==> config.mk <==
export PLATFORM = sky130hd
export DESIGN_NAME = alu48_seq_flat
export DESIGN_NICKNAME = d
export VERILOG_FILES = /design/src/rtl/alu48_seq_if.sv /design/src/rtl/alu48_seq.sv /design/src/flat_wrapper.sv
export SDC_FILE = /design/constraint.sdc
export NUM_CORES = 1
export LEC_CHECK = 0
export ABC_AREA = 1
export CORE_AREA = 2 2 147 149
export CTS_BUF_LIST = sky130_fd_sc_hd__clkbuf_4 sky130_fd_sc_hd__clkbuf_8
export DETAILED_ROUTE_END_ITERATION = 12
export DIE_AREA = 0 0 149 151
export PLACE_DENSITY = 0.88
export SYNTH_ARGS = -nofsm -noshare
export SYNTH_HDL_FRONTEND = slang
export SYNTH_SLANG_ARGS = --single-unit
==> constraint.sdc <==
create_clock -name clk -period 2.7 [get_ports clk]
set_clock_uncertainty 0.1 [all_clocks]
set_input_delay 0.54 -clock clk [delete_from_list [all_inputs] [get_ports clk]]
set_output_delay 0.54 -clock clk [all_outputs]
set_load 0.05 [all_outputs]
==> src/rtl/alu48_seq_if.sv <==
// Bundle of request/response handshakes and ALU borrow signals for alu48_seq.
// Handshake rule, both channels: a transfer happens on a rising clock edge
// where valid and ready are both high. Once raised, valid and its payload
// hold steady until that transfer happens.
interface alu48_seq_if;
  // request channel
  logic        req_valid;
  logic        req_ready;
  logic [1:0]  req_op;
  logic [47:0] req_a;
  logic [47:0] req_b;
  logic [3:0]  req_tag;
  // response channel
  logic        rsp_valid;
  logic        rsp_ready;
  logic [47:0] rsp_lo;
  logic [47:0] rsp_hi;
  logic [3:0]  rsp_tag;
  logic        rsp_dz;
  logic        rsp_err;
  // shared ALU access
  logic        alu_own;
  logic [47:0] alu_a;
  logic [47:0] alu_b;
  logic [5:0]  alu_op;
  logic [5:0]  alu_shamt;
  logic [47:0] alu_y;
  logic        alu_lt_u;
  // sequencer state, exposed for debug
  logic [1:0]  dbg_state;

  // environment side: issues requests, consumes responses, provides the ALU
  modport master (
    output req_valid, req_op, req_a, req_b, req_tag, rsp_ready, alu_y, alu_lt_u,
    input  req_ready, rsp_valid, rsp_lo, rsp_hi, rsp_tag, rsp_dz, rsp_err,
    input  alu_own, alu_a, alu_b, alu_op, alu_shamt, dbg_state
  );

  // sequencer side
  modport slave (
    input  req_valid, req_op, req_a, req_b, req_tag, rsp_ready, alu_y, alu_lt_u,
    output req_ready, rsp_valid, rsp_lo, rsp_hi, rsp_tag, rsp_dz, rsp_err,
    output alu_own, alu_a, alu_b, alu_op, alu_shamt, dbg_state
  );
endinterface

==> src/rtl/alu48_seq.sv <==
// Multi-cycle unsigned 48-bit multiply / divide sequencer. It borrows the
// shared ALU for 48 cycles per job: shift-add for MUL and restoring division
// for DIVU. Divide-by-zero and illegal ops finish without using the ALU.
module alu48_seq (
  input  logic        clk,
  input  logic        rst_n,
  input  logic        kill,
  alu48_seq_if.slave  bus
);

  typedef enum logic [1:0] {
    S_IDLE = 2'd0,
    S_RUN  = 2'd1,
    S_DONE = 2'd2
  } state_e;

  localparam logic [5:0] ALU_ADD  = 6'h00;
  localparam logic [5:0] ALU_SUB  = 6'h01;
  localparam logic [5:0] LAST_CNT = 6'd47;

  state_e      state_q, state_d;
  logic [5:0]  cnt_q, cnt_d;
  logic        div_q, div_d;
  logic        err_q, err_d;
  logic        dz_q, dz_d;
  logic [3:0]  tag_q, tag_d;
  // r0: MUL accumulator / DIVU remainder
  // r1: MUL multiplicand / DIVU quotient (starts as the dividend)
  // r2: MUL multiplier / DIVU divisor
  logic [47:0] r0_q, r0_d;
  logic [47:0] r1_q, r1_d;
  logic [47:0] r2_q, r2_d;

  logic        accept;
  logic [47:0] div_sh;
  logic        div_take;

  assign accept   = bus.req_valid && bus.req_ready;
  // The shifted partial remainder is 49 bits wide. r0_q[47] is its MSB, and
  // when it is set the value is at least the divisor, whatever the ALU
  // compare says about the low 48 bits.
  assign div_sh   = {r0_q[46:0], r1_q[47]};
  assign div_take = r0_q[47] | ~bus.alu_lt_u;

  // State and datapath registers
  always_ff @(posedge clk or negedge rst_n) begin
    if (!rst_n) begin
      state_q <= S_IDLE;
      cnt_q   <= '0;
      div_q   <= 1'b0;
      err_q   <= 1'b0;
      dz_q    <= 1'b0;
      tag_q   <= '0;
      r0_q    <= '0;
      r1_q    <= '0;
      r2_q    <= '0;
    end else begin
      state_q <= state_d;
      cnt_q   <= cnt_d;
      div_q   <= div_d;
      err_q   <= err_d;
      dz_q    <= dz_d;
      tag_q   <= tag_d;
      r0_q    <= r0_d;
      r1_q    <= r1_d;
      r2_q    <= r2_d;
    end
  end

  // ALU operand drive; depends only on state and registers
  always_comb begin
    bus.alu_own   = 1'b0;
    bus.alu_a     = '0;
    bus.alu_b     = '0;
    bus.alu_op    = ALU_ADD;
    bus.alu_shamt = '0;
    if (state_q == S_RUN) begin
      bus.alu_own = 1'b1;
      if (div_q) begin
        bus.alu_a  = div_sh;
        bus.alu_b  = r2_q;
        bus.alu_op = ALU_SUB;
      end else begin
        bus.alu_a  = r0_q;
        bus.alu_b  = r2_q[0] ? r1_q : '0;
        bus.alu_op = ALU_ADD;
      end
    end
  end

  // Next-state and datapath update; kill overrides every transition
  always_comb begin
    state_d = state_q;
    cnt_d   = cnt_q;
    div_d   = div_q;
    err_d   = err_q;
    dz_d    = dz_q;
    tag_d   = tag_q;
    r0_d    = r0_q;
    r1_d    = r1_q;
    r2_d    = r2_q;
    case (state_q)
      S_IDLE: begin
        if (accept) begin
          tag_d = bus.req_tag;
          cnt_d = '0;
          div_d = (bus.req_op == 2'b01);
          err_d = bus.req_op[1];
          dz_d  = (bus.req_op == 2'b01) && (bus.req_b == '0);
          if (bus.req_op[1]) begin
            r0_d    = '0;
            r1_d    = '0;
            r2_d    = '0;
            state_d = S_DONE;
          end else if ((bus.req_op == 2'b01) && (bus.req_b == '0)) begin
            r0_d    = bus.req_a;
            r1_d    = '1;
            r2_d    = '0;
            state_d = S_DONE;
          end else begin
            r0_d    = '0;
            r1_d    = bus.req_a;
            r2_d    = bus.req_b;
            state_d = S_RUN;
          end
        end
      end
      S_RUN: begin
        if (div_q) begin
          r0_d = div_take ? bus.alu_y : div_sh;
          r1_d = {r1_q[46:0], div_take};
        end else begin
          r0_d = bus.alu_y;
          r1_d = {r1_q[46:0], 1'b0};
          r2_d = {1'b0, r2_q[47:1]};
        end
        cnt_d = cnt_q + 6'd1;
        if (cnt_q == LAST_CNT) begin
          state_d = S_DONE;
        end
      end
      S_DONE: begin
        if (bus.rsp_ready) begin
          state_d = S_IDLE;
        end
      end
      default: state_d = S_IDLE;
    endcase
    if (kill) begin
      state_d = S_IDLE;
    end
  end

  assign bus.req_ready = (state_q == S_IDLE) && !kill;
  assign bus.rsp_valid = (state_q == S_DONE);
  assign bus.rsp_lo    = (state_q == S_DONE) ? (div_q ? r1_q : r0_q) : '0;
  assign bus.rsp_hi    = ((state_q == S_DONE) && div_q) ? r0_q : '0;
  assign bus.rsp_tag   = tag_q;
  assign bus.rsp_dz    = dz_q;
  assign bus.rsp_err   = err_q;
  assign bus.dbg_state = state_q;

endmodule

==> src/flat_wrapper.sv <==
// flat-port wrapper written by rule: the top's interface ports become plain ports
module alu48_seq_flat 
  (clk, rst_n, kill, bus_req_valid, bus_req_op, bus_req_a, bus_req_b, bus_req_tag, bus_rsp_ready, bus_alu_y, bus_alu_lt_u, bus_req_ready, bus_rsp_valid, bus_rsp_lo, bus_rsp_hi, bus_rsp_tag, bus_rsp_dz, bus_rsp_err, bus_alu_own, bus_alu_a, bus_alu_b, bus_alu_op, bus_alu_shamt, bus_dbg_state);
  alu48_seq_if bus_i ();
  input  logic clk;
  input  logic rst_n;
  input  logic kill;
  input wire logic [$bits(bus_i.req_valid)-1:0] bus_req_valid;
  input wire logic [$bits(bus_i.req_op)-1:0] bus_req_op;
  input wire logic [$bits(bus_i.req_a)-1:0] bus_req_a;
  input wire logic [$bits(bus_i.req_b)-1:0] bus_req_b;
  input wire logic [$bits(bus_i.req_tag)-1:0] bus_req_tag;
  input wire logic [$bits(bus_i.rsp_ready)-1:0] bus_rsp_ready;
  input wire logic [$bits(bus_i.alu_y)-1:0] bus_alu_y;
  input wire logic [$bits(bus_i.alu_lt_u)-1:0] bus_alu_lt_u;
  output wire logic [$bits(bus_i.req_ready)-1:0] bus_req_ready;
  output wire logic [$bits(bus_i.rsp_valid)-1:0] bus_rsp_valid;
  output wire logic [$bits(bus_i.rsp_lo)-1:0] bus_rsp_lo;
  output wire logic [$bits(bus_i.rsp_hi)-1:0] bus_rsp_hi;
  output wire logic [$bits(bus_i.rsp_tag)-1:0] bus_rsp_tag;
  output wire logic [$bits(bus_i.rsp_dz)-1:0] bus_rsp_dz;
  output wire logic [$bits(bus_i.rsp_err)-1:0] bus_rsp_err;
  output wire logic [$bits(bus_i.alu_own)-1:0] bus_alu_own;
  output wire logic [$bits(bus_i.alu_a)-1:0] bus_alu_a;
  output wire logic [$bits(bus_i.alu_b)-1:0] bus_alu_b;
  output wire logic [$bits(bus_i.alu_op)-1:0] bus_alu_op;
  output wire logic [$bits(bus_i.alu_shamt)-1:0] bus_alu_shamt;
  output wire logic [$bits(bus_i.dbg_state)-1:0] bus_dbg_state;
  assign bus_i.req_valid = bus_req_valid;
  assign bus_i.req_op = bus_req_op;
  assign bus_i.req_a = bus_req_a;
  assign bus_i.req_b = bus_req_b;
  assign bus_i.req_tag = bus_req_tag;
  assign bus_i.rsp_ready = bus_rsp_ready;
  assign bus_i.alu_y = bus_alu_y;
  assign bus_i.alu_lt_u = bus_alu_lt_u;
  assign bus_req_ready = bus_i.req_ready;
  assign bus_rsp_valid = bus_i.rsp_valid;
  assign bus_rsp_lo = bus_i.rsp_lo;
  assign bus_rsp_hi = bus_i.rsp_hi;
  assign bus_rsp_tag = bus_i.rsp_tag;
  assign bus_rsp_dz = bus_i.rsp_dz;
  assign bus_rsp_err = bus_i.rsp_err;
  assign bus_alu_own = bus_i.alu_own;
  assign bus_alu_a = bus_i.alu_a;
  assign bus_alu_b = bus_i.alu_b;
  assign bus_alu_op = bus_i.alu_op;
  assign bus_alu_shamt = bus_i.alu_shamt;
  assign bus_dbg_state = bus_i.dbg_state;
  alu48_seq u_core (.clk(clk), .rst_n(rst_n), .kill(kill), .bus(bus_i));
endmodule
==> metrics.txt <==
Finished Cell Area 17460 µm²; gpl congestion 0.9348; RSZ-0062 raised after global routing yes; commonest register cell after synthesis dfrtp_1; Post-DP HPWL 30.63 mm; antenna violations before repair 3; TritonCTS Sinks 159; Fmax achieved 371.4 MHz; Seq/Total Area, Yosys 38.75%; post-synth top area cell dfrtp_1; Multi-input gate area 6163 µm²; Fillers 1114; die width 149 µm; total grt overflow 0; final period demand of the worst path 2.692 ns; largest cells by area after synthesis dfrtp_1 39%, nand2_1 14%, o22ai_1 8.5%; most common cell in the netlist nand2_1; Post-Layout Cell Count 2099; clock tree buffer depth 2; GRT Resource Usage Total 37.31%; endpoints failing setup 0; CP endpoint kind output pin; later-pin clock latency in the skew report 0.47 ns; max_slew headroom 59.57%; CP arrival 2.05 ns; Initial Util 49.31%; pre-CTS setup slack 0.1187 ns; top cell type's share of synthesized area 38.75%; Worst Max-Slew Pin Slew 0.6065 ns; pwr dens 946.6 nW/µm²; Core ar. 20820 µm²; wire length per cell 20.43 µm; maximum VDD drop 0.8777 mV; run status finished clean; Core Util, Final 83.83%; NumNets Final 1966; Layout area overhead 70.01%; cell count after synthesis 1501; input/output buffers 359; Post-Syn Area per Cell 6.840 µm²; vias in the first global route 12558; Max Fanout on Critical Path 45; Hold Vio Cnt, Final 0; final worst path period share 99.71%; asr flop ratio synth 100.0%; Top Ports 371; Detailed Route Iter0 Violations 1150; final worst slack 0.007773 ns; via count 12632; register area 3983 µm²; hold_ws 0.3859 ns; die area 22500 µm²; Site Rows 53; Num CTS Buffers 17; H-tree lvl count 4; Required @ worst endpoint 2.06 ns; CTS clk-pin slew, worst paths 0.09 ns; clk root buf clkbuf_8; startpoint types flip-flop; Die Ht 151 µm; WL final 42.87 mm; number of distinct library cells after synthesis 29; share of cells above drive strength 1 24.92%; DR vias/cell 6.018; Setup CP Type flip-flop to output pin; Yosys reg bits 159; dpl cells 2057; Post-DP Area 16800 µm²; first-pass GRT wire length 66.14 mm; Hold Crit Class flip-flop to flip-flop; DR DRC count 0; synth cell count leaders 385 x nand2_1, 209 x inv_1, 159 x dfrtp_1, 140 x o22ai_1, 112 x nand3_1; largest net degree at the start of global routing 97; first-pass detailed-route iteration total 6; P_leak 7.094 nW; max_cap viols 0; Final Max Slew Viols 0; CTS tree yes; Synth warnings 0; mapped cell area 10270 µm²; post-route ant nets 0; Post-synth EDFFs 0
## worst max-delay path, cell delays in order (launching register included)
cell and delay, ns:
dfrtp_2 0.44, inv_4 0.08, nand2_4 0.11, buf_12 0.19
buf_12 0.19, o32ai_2 0.36, buf_12 0.18
## cell families after synthesis
logic type,Yosys count,synth area share (%)
AOI/OAI and AO/OA,396,24.02
DFF,159,38.75
other,1,0.03652
adders and majority gates,1,0.1218
and+or+nand+nor,600,23.52
buffers and inverters,344,13.55
## through the flow
stage                     TNS (ns)  total power, W
after floorplan             -3.896         0.01049
after global placement           0         0.01370
after detailed placement         0         0.01414
after CTS                 -0.08386         0.01616
after global routing       -0.1127         0.01736
final                            0         0.01652
## what timing repair did
action	4_1_cts	5_1_grt
setup buffers	1	3
setup endpoints to repair	103	66
endpoints found under the hold margin	57	0
gates cloned	0	3
gates resized for setup	10	15
hold buffers	1	0
pin swaps	2	5
## path summary, 6_finish.rpt
check	slack, ns	cells after the start	from	end
worst min register to register	0.39	2	u_core.bus.rsp_tag[1]	u_core.bus.rsp_tag[1]
max in group asynchronous	1.23	3	rst_n	u_core.bus.rsp_err
worst min-delay path	0.39	2	u_core.bus.rsp_tag[1]	u_core.bus.rsp_tag[1]
min in group asynchronous	0.51	2	rst_n	u_core.bus.dbg_state[0]
worst max-delay path	0.008	6	u_core.bus.dbg_state[1]	bus_alu_b[2]
worst max register to register	0.44	12	u_core.bus.dbg_state[1]	u_core.r0_q[20]
## power by group
part           switching, W  internal [W]
Combinational       0.00663       0.00394
Sequential         0.000629       0.00342
Clock              0.000867       0.00104
Total               0.00813       0.00840
## flip-flops by register name, indices dropped and copies added (netlist names)
register,count
u_core.r0_q,48
u_core.cnt_q,6
u_core.bus.rsp_tag,4
u_core.div_q,1
u_core.bus.dbg_state,2
u_core.r1_q,48
u_core.r2_q,48
u_core.bus.rsp_err,1
u_core.bus.rsp_dz,1
## final cells by class
type | count | area share, %
Antenna cell | 6 | 0.08602
Clock buffer | 21 | 1.548
Clock inverter | 7 | 0.8028
Inverter | 216 | 4.760
Multi-Input combinational cell | 1008 | 35.31
Sequential cell | 159 | 22.82
Tap cell | 275 | 1.971
Timing Repair Buffer | 406 | 32.66
Timing Repair inverter | 1 | 0.05018
## layout by cell type, fill, tap and decap left out, types with 46 or more instances in the layout
master | netlist | final
nand2_1 | 385 | 383
inv_1 | 209 | 206
buf_12 | 0 | 174
clkdlybuf4s50_1 | 0 | 162
dfrtp_1 | 159 | 156
nand3_1 | 112 | 112
o21ai_0 | 95 | 95
o22ai_1 | 140 | 90
buf_4 | 18 | 63
nor2_1 | 92 | 48
o21a_1 | 46 | 46
## routing by layer
layer	wire, µm	share of wire (%)	track usage, %
met5	0	0	0
met1	14480	34	43.17
met4	2645	6.2	20.24
met2	21540	50	64.65
met3	4203	9.8	8.193
(Power assumes the default switching activity.)
==> patch 1: new RTL, same flow settings <==
`tag_q`, `r0_q`, `r1_q` and `r2_q` no longer have a reset.
--- a/src/rtl/alu48_seq.sv
+++ b/src/rtl/alu48_seq.sv
@@ -51,8 +51,4 @@
       err_q   <= 1'b0;
       dz_q    <= 1'b0;
-      tag_q   <= '0;
-      r0_q    <= '0;
-      r1_q    <= '0;
-      r2_q    <= '0;
     end else begin
       state_q <= state_d;
@@ -61,9 +57,12 @@
       err_q   <= err_d;
       dz_q    <= dz_d;
-      tag_q   <= tag_d;
-      r0_q    <= r0_d;
-      r1_q    <= r1_d;
-      r2_q    <= r2_d;
     end
+  end
+
+  always_ff @(posedge clk) begin
+    tag_q <= tag_d;
+    r0_q  <= r0_d;
+    r1_q  <= r1_d;
+    r2_q  <= r2_d;
   end
 
Formal check against the unedited RTL: not equivalent (a bounded check fails within 4 cycles, from zero or initial values and one cycle with rst_n low).
==> patch 1 against the original RTL <==
  * Setup slack improved by 0.0091 ns
  * Via count shrank 9.5%
  * Sequential share of layout area is 5.3 points higher
  * Register-to-register slack lost 0.27 ns
  * Area after synthesis shrank 2.8%
  * Sequential cell count unchanged
  * Core utilization decreased by 3.2 points
  * Routed wire length down 2.8%
  * Highest routed layer unchanged
  * Cell area down 3.8%
Power is not compared: it rests on default switching activity, and its combinational part moved more than twofold at a synthesized area within 25%.
==> patch 1: results (changes against the original RTL) <==
| Metric | Value |
|---|---|
| Placed Cells incl. Taps | `1928 (-6.3%)` |
| Syn Inst Count | `1366 (-9.0%)` |
| CP arrival | `2.04 ns` |
| DR pass1 iterations | `5 (-1)` |
| Total GRT Usage | `35.6% (-1.8 points)` |
| CTS Root Cell | `clkbuf_8` |
| Number of max-cap violations | `0 (unchanged)` |
| Largest regs | `u_core.r0_q x48, u_core.r1_q x48, u_core.r2_q x48` |
| Post-synth EDFFs | `148 (+148)` |
| Final GP Congestion | `0.918 (-1.8%)` |
| Clk slew on worst S/H paths | `0.09 ns (about the same)` |
| Via count | `11436 (-9.5%)` |
| Slew margin rel. | `10.8% (-49 points)` |
| Fin cells | `1976 (-5.9%)` |
| Post-Synth Adder-Cell Area | `0.125% (+0.0035 points)` |
| # hold bufs at CTS | `0 (-1)` |
| Place WS | `-0.00334 ns (-0.122 ns)` |
| Critical Path Max Stage Delay | `0.42 ns (-0.02 ns)` |
| Largest net degree at the start of global routing | `114 (+18%)` |
| Worst vdd ir | `304 µV` |
| Antenna violations before repair | `1 (-2)` |
| Sw Share | `38.3%` |
| Met2 GRT Util | `58.7% (-5.9 points)` |
| Layout cells sized above 1 | `26.6% (+1.7 points)` |
| Main area contributors after synthesis | `edfxtp_1, nand2_1, o21ai_0` |
| Post-synthesis mux area share | `0% (unchanged)` |
| Synth warn | `0 (unchanged)` |
| Global-route wire length before repair | `61400 µm (-7.2%)` |
| Pleak | `0.00709 µW` |
| Number of fillers in the final layout | `1208 (+8.4%)` |
| Asr flop ratio synth | `6.92% (-93 points)` |
| Sequential-to-total area share from yosys stat | `47.3% (+8.6 points)` |
| CTS max path bufs | `2 (unchanged)` |
| Status | `completed` |
| HP Class | `input port to async pin` |
| GR Util met1 | `43.7% (+0.52 points)` |
| Synth Area in XOR/XNOR | `0.176% (+0.18 points)` |
| CP Max Fanout | `11 (-76%)` |
| CTS H-tree lvls | `4 (unchanged)` |
| Layout Nets | `1841 (-6.4%)` |
| Synth Area in Compound Gates | `16.2% (-7.9 points)` |
| Port bufs | `359 (unchanged)` |
| Total CTS buffers | `17 (unchanged)` |
| Yosys cell types | `26 (-10%)` |
| DRT iter0 DRCs | `1433 (+25%)` |
| Die area | `0.0225 mm² (unchanged)` |
| Crit-path leading delay family | `buffers and inverters` |
| CP max-delay cell | `dfrtp_2` |
| Worst-skew pair later-pin latency | `0.47 ns (about the same)` |
| Met3 Use GR | `7.41% (-0.78 points)` |
| Avg WL per Cell | `21.1 µm (+3.3%)` |
| DP HPWL | `27800 µm (-9.2%)` |
| Top cells by count, synth | `nand2_1, inv_1, edfxtp_1` |
==> patch 1: changes by cell type after synthesis, moves of 5 or more <==
cell / delta
a21oi_1: +12
o21ai_0: +37
buf_6: +6
dfrtp_1: -148
o21a_1: -46
o22ai_1: -45
o32ai_1: -44
inv_1: -52
edfxtp_1: +148
nand3_1: -60
o21ai_1: -5
nand2_1: +96
buf_1: -16
==> patch 1: stage by stage <==
| step | total power [µW] | instance area (µm²) |
|---|---|---|
| floorplan | 4830 | 10900 |
| global placement | 5990 | 16000 |
| detailed placement | 6080 | 16000 |
| CTS | 7900 | 16600 |
| global route | 8270 | 16800 |
| finish | 8000 | 16800 |
==> patch 1: cell type report <==
type | count | area (µm²) | area share [%]
repair buffers | 397 | 5550 | 33.0
clock inverters | 14 | 141 | 0.842
clock buffers | 18 | 241 | 1.44
inverters | 162 | 628 | 3.74
well taps | 275 | 344 | 2.05
flip-flops and latches | 159 | 4720 | 28.1
multi-input cells | 946 | 5140 | 30.7
repair inverters | 1 | 6.26 | 0.0373
diodes | 4 | 10.0 | 0.0596
==> patch 1: kinds of logic (layout without fill, tap and decap cells) <==
kind of cell | Yosys count | in the layout
AOI/OAI and AO/OA | 298 | 298
xor gates and xnor gates | 2 | 2
adders and majority gates | 1 | 1
buffers and inverters | 271 | 592
DFF | 159 | 159
other | 1 | 15
and+or+nand+nor | 634 | 634
==> patch 1: power groups by stage <==
stage                     registers (µW)  clock network [µW]  logic, µW
final                               3130                1820       3060
after global routing                3150                1920       3200
after CTS                           3120                1800       2980
after detailed placement            3170                   0       2910
after global placement              3150                   0       2840
after floorplan                     3170                   0       1660
==> patch 1: timing repair <==
action,4_1_cts,5_1_grt
endpoints found under the setup margin,165,96
cloned,4,2
endpoints found under the hold margin,0,0
pin swaps,4,3
buffers inserted,5,1
gates resized for setup,25,19
==> patch 1: metal layers <==
layer  up-vias  wire [µm]
met5         -          0
met4         0       2290
met3       153       4130
met2       814      20400
met1      5369      14900
li1       5100          -
==> patch 1: worst paths after layout <==
path	start	to	slack, ns	cells past startpoint
worst max-delay path	u_core.bus.dbg_state[0]	bus_alu_b[25]	0.02	7
worst min-delay path	rst_n	u_core.bus.dbg_state[0]	0.35	1
worst max register to register	u_core.bus.dbg_state[0]	u_core.r1_q[16]	0.17	7
worst min register to register	u_core.bus.rsp_err	u_core.bus.rsp_err	0.42	2
max in group asynchronous	rst_n	u_core.div_q	1.70	1
min in group clk	u_core.bus.rsp_err	u_core.bus.rsp_err	0.42	2
==> patch 2: new RTL, same settings <==
Without the edit above. Reset style: synchronous (`rst_n`), changed in one clocked block.
--- a/src/rtl/alu48_seq.sv
+++ b/src/rtl/alu48_seq.sv
@@ -44,5 +44,5 @@
 
   // State and datapath registers
-  always_ff @(posedge clk or negedge rst_n) begin
+  always_ff @(posedge clk) begin
     if (!rst_n) begin
       state_q <= S_IDLE;
Function: differs if rst_n is asserted again (counterexample within 4 cycles, from zero or initial values and one cycle with rst_n low); with rst_n held inactive, the same outputs for 4 cycles.
==> patch 2 against the original RTL <==
  * Area after synthesis rose by 3.9%
  * Worst hold slack got worse by 0.0041 ns
  * Highest routed layer unchanged
  * Die area unchanged
  * Cell area decreased by 4.3%
  * First-iteration DRC count is 42% higher
  * Routed wire length up 5.9%
  * Setup slack hardly changed
  * Sequential cell count unchanged
Power is not compared: it rests on default switching activity, and its combinational part moved more than twofold at a synthesized area within 25%.
==> patch 2: results (changes against the original RTL) <==
| Metric | Value |
|---|---|
| Diode count | `0 (-6)` |
| R2R Path End | `u_core.r2_q[18]` |
| Layout cells sized above 1 | `18.0% (-6.9 points)` |
| Total GRT Usage | `38.9% (+1.6 points)` |
| CP Max Fanout | `39 (-13%)` |
| Largest net degree at the start of global routing | `99 (+2.1%)` |
| Hold EP | `u_core.r2_q[13]` |
| R2r startpoint | `u_core.bus.dbg_state[0]` |
| CP max-delay cell | `dfxtp_2` |
| Placed Cells incl. Taps | `2278 (+11%)` |
| DRT iter0 DRCs | `1632 (+42%)` |
| Yosys cell types | `35 (+21%)` |
| Critical Path Max Stage Delay | `0.39 ns (-0.05 ns)` |
| Top cells by count, synth | `inv_1, a21oi_1, nand2_1` |
| Worst Hold Launch | `u_core.r2_q[13]` |
| Asr flop ratio synth | `0% (-100 points)` |
| Place WS | `0.195 ns (+0.0766 ns)` |
| Status | `completed` |
| Avg WL per Cell | `19.6 µm (-4.0%)` |
| Global-route wire length before repair | `68900 µm (+4.1%)` |
| Syn_area_per_cell | `6.08 µm² (-11%)` |
| Worst Hold Slack | `0.382 ns (-0.00410 ns)` |
| Final GP Congestion | `1.01 (+8.5%)` |
| Worst Max-Slew Pin Slew | `0.573 ns (-0.0330 ns)` |
| R2R setup slack | `0.47 ns (+0.03 ns)` |
[patch 2: worst max path at each step]
stage	end	cells after the start	start	slack, ns
final	bus_alu_b[39]	7	u_core.bus.dbg_state[0]	0.008
after global routing	bus_alu_b[45]	7	u_core.bus.dbg_state[0]	-0.03
after global placement	u_core.r1_q[43]	11	bus_req_b[40]	0.26
after detailed placement	u_core.r1_q[41]	11	bus_req_b[40]	0.20
after CTS	bus_alu_b[18]	7	u_core.bus.dbg_state[0]	0.0002
after floorplan	bus_rsp_lo[10]	5	u_core.bus.dbg_state[1]	-0.18
[patch 2: power by group]
part / internal, µW / total, µW / switching [µW] / leakage [µW]
registers: 2480 / 2590 / 109 / 0.00130
clock network: 1060 / 2030 / 973 / 0.000217
logic: 551 / 1460 / 906 / 0.00466
total: 4090 / 6080 / 1990 / 0.00618
[patch 2: cells by family (layout without fill, tap and decap cells)]
group	Yosys count	count (layout)	synth area share, %
other	1	11	0.0351
adders and majority gates	1	1	0.117
AOI/OAI and AO/OA	544	544	29.5
DFF	159	159	29.8
buffers and inverters	469	744	18.3
and+or+nand+nor	580	580	22.3
[patch 2: area by class of cell]
type	count	area, µm²
Multi-Input combinational cell	1136	6030
Timing Repair Buffer	400	5520
Fill cell	1360	4120
Sequential cell	159	3190
Inverter	312	1180
Tap cell	275	344
Clock buffer	20	263
Clock inverter	12	183
[patch 2: repair_timing]
action                                  CTS  global route
endpoints found under the setup margin   43            33
buffers inserted                          4             0
hold buffers                              0             0
resized for setup                        12            32
[patch 2: stage by stage]
| stage | instance area (µm²) | total power, µW |
|---|---|---|
| after floorplan | 11000 | 3470 |
| after global placement | 16100 | 3980 |
| after detailed placement | 16100 | 4020 |
| after CTS | 16600 | 6030 |
| after global routing | 16700 | 6300 |
| final | 16700 | 6080 |
[patch 2: metal layers]
metal  part of all wire [%]  vias up  track usage, %  routed length (µm)
met1                     37     6189            49.3               16700
li1                       -     6261               -                   -
met2                     46      992            60.7               20700
met5                      0        -               0                   0
met4                    6.0        0            22.6                2730
met3                     12      183            9.04                5310
[patch 2: worst max-delay path, delay by kind of cell, from the launching register on]
kind            cells  cell delay, ns
compound gates      1            0.21
buf+inv             4            0.57
simple gates        2            0.40
flops               1            0.39
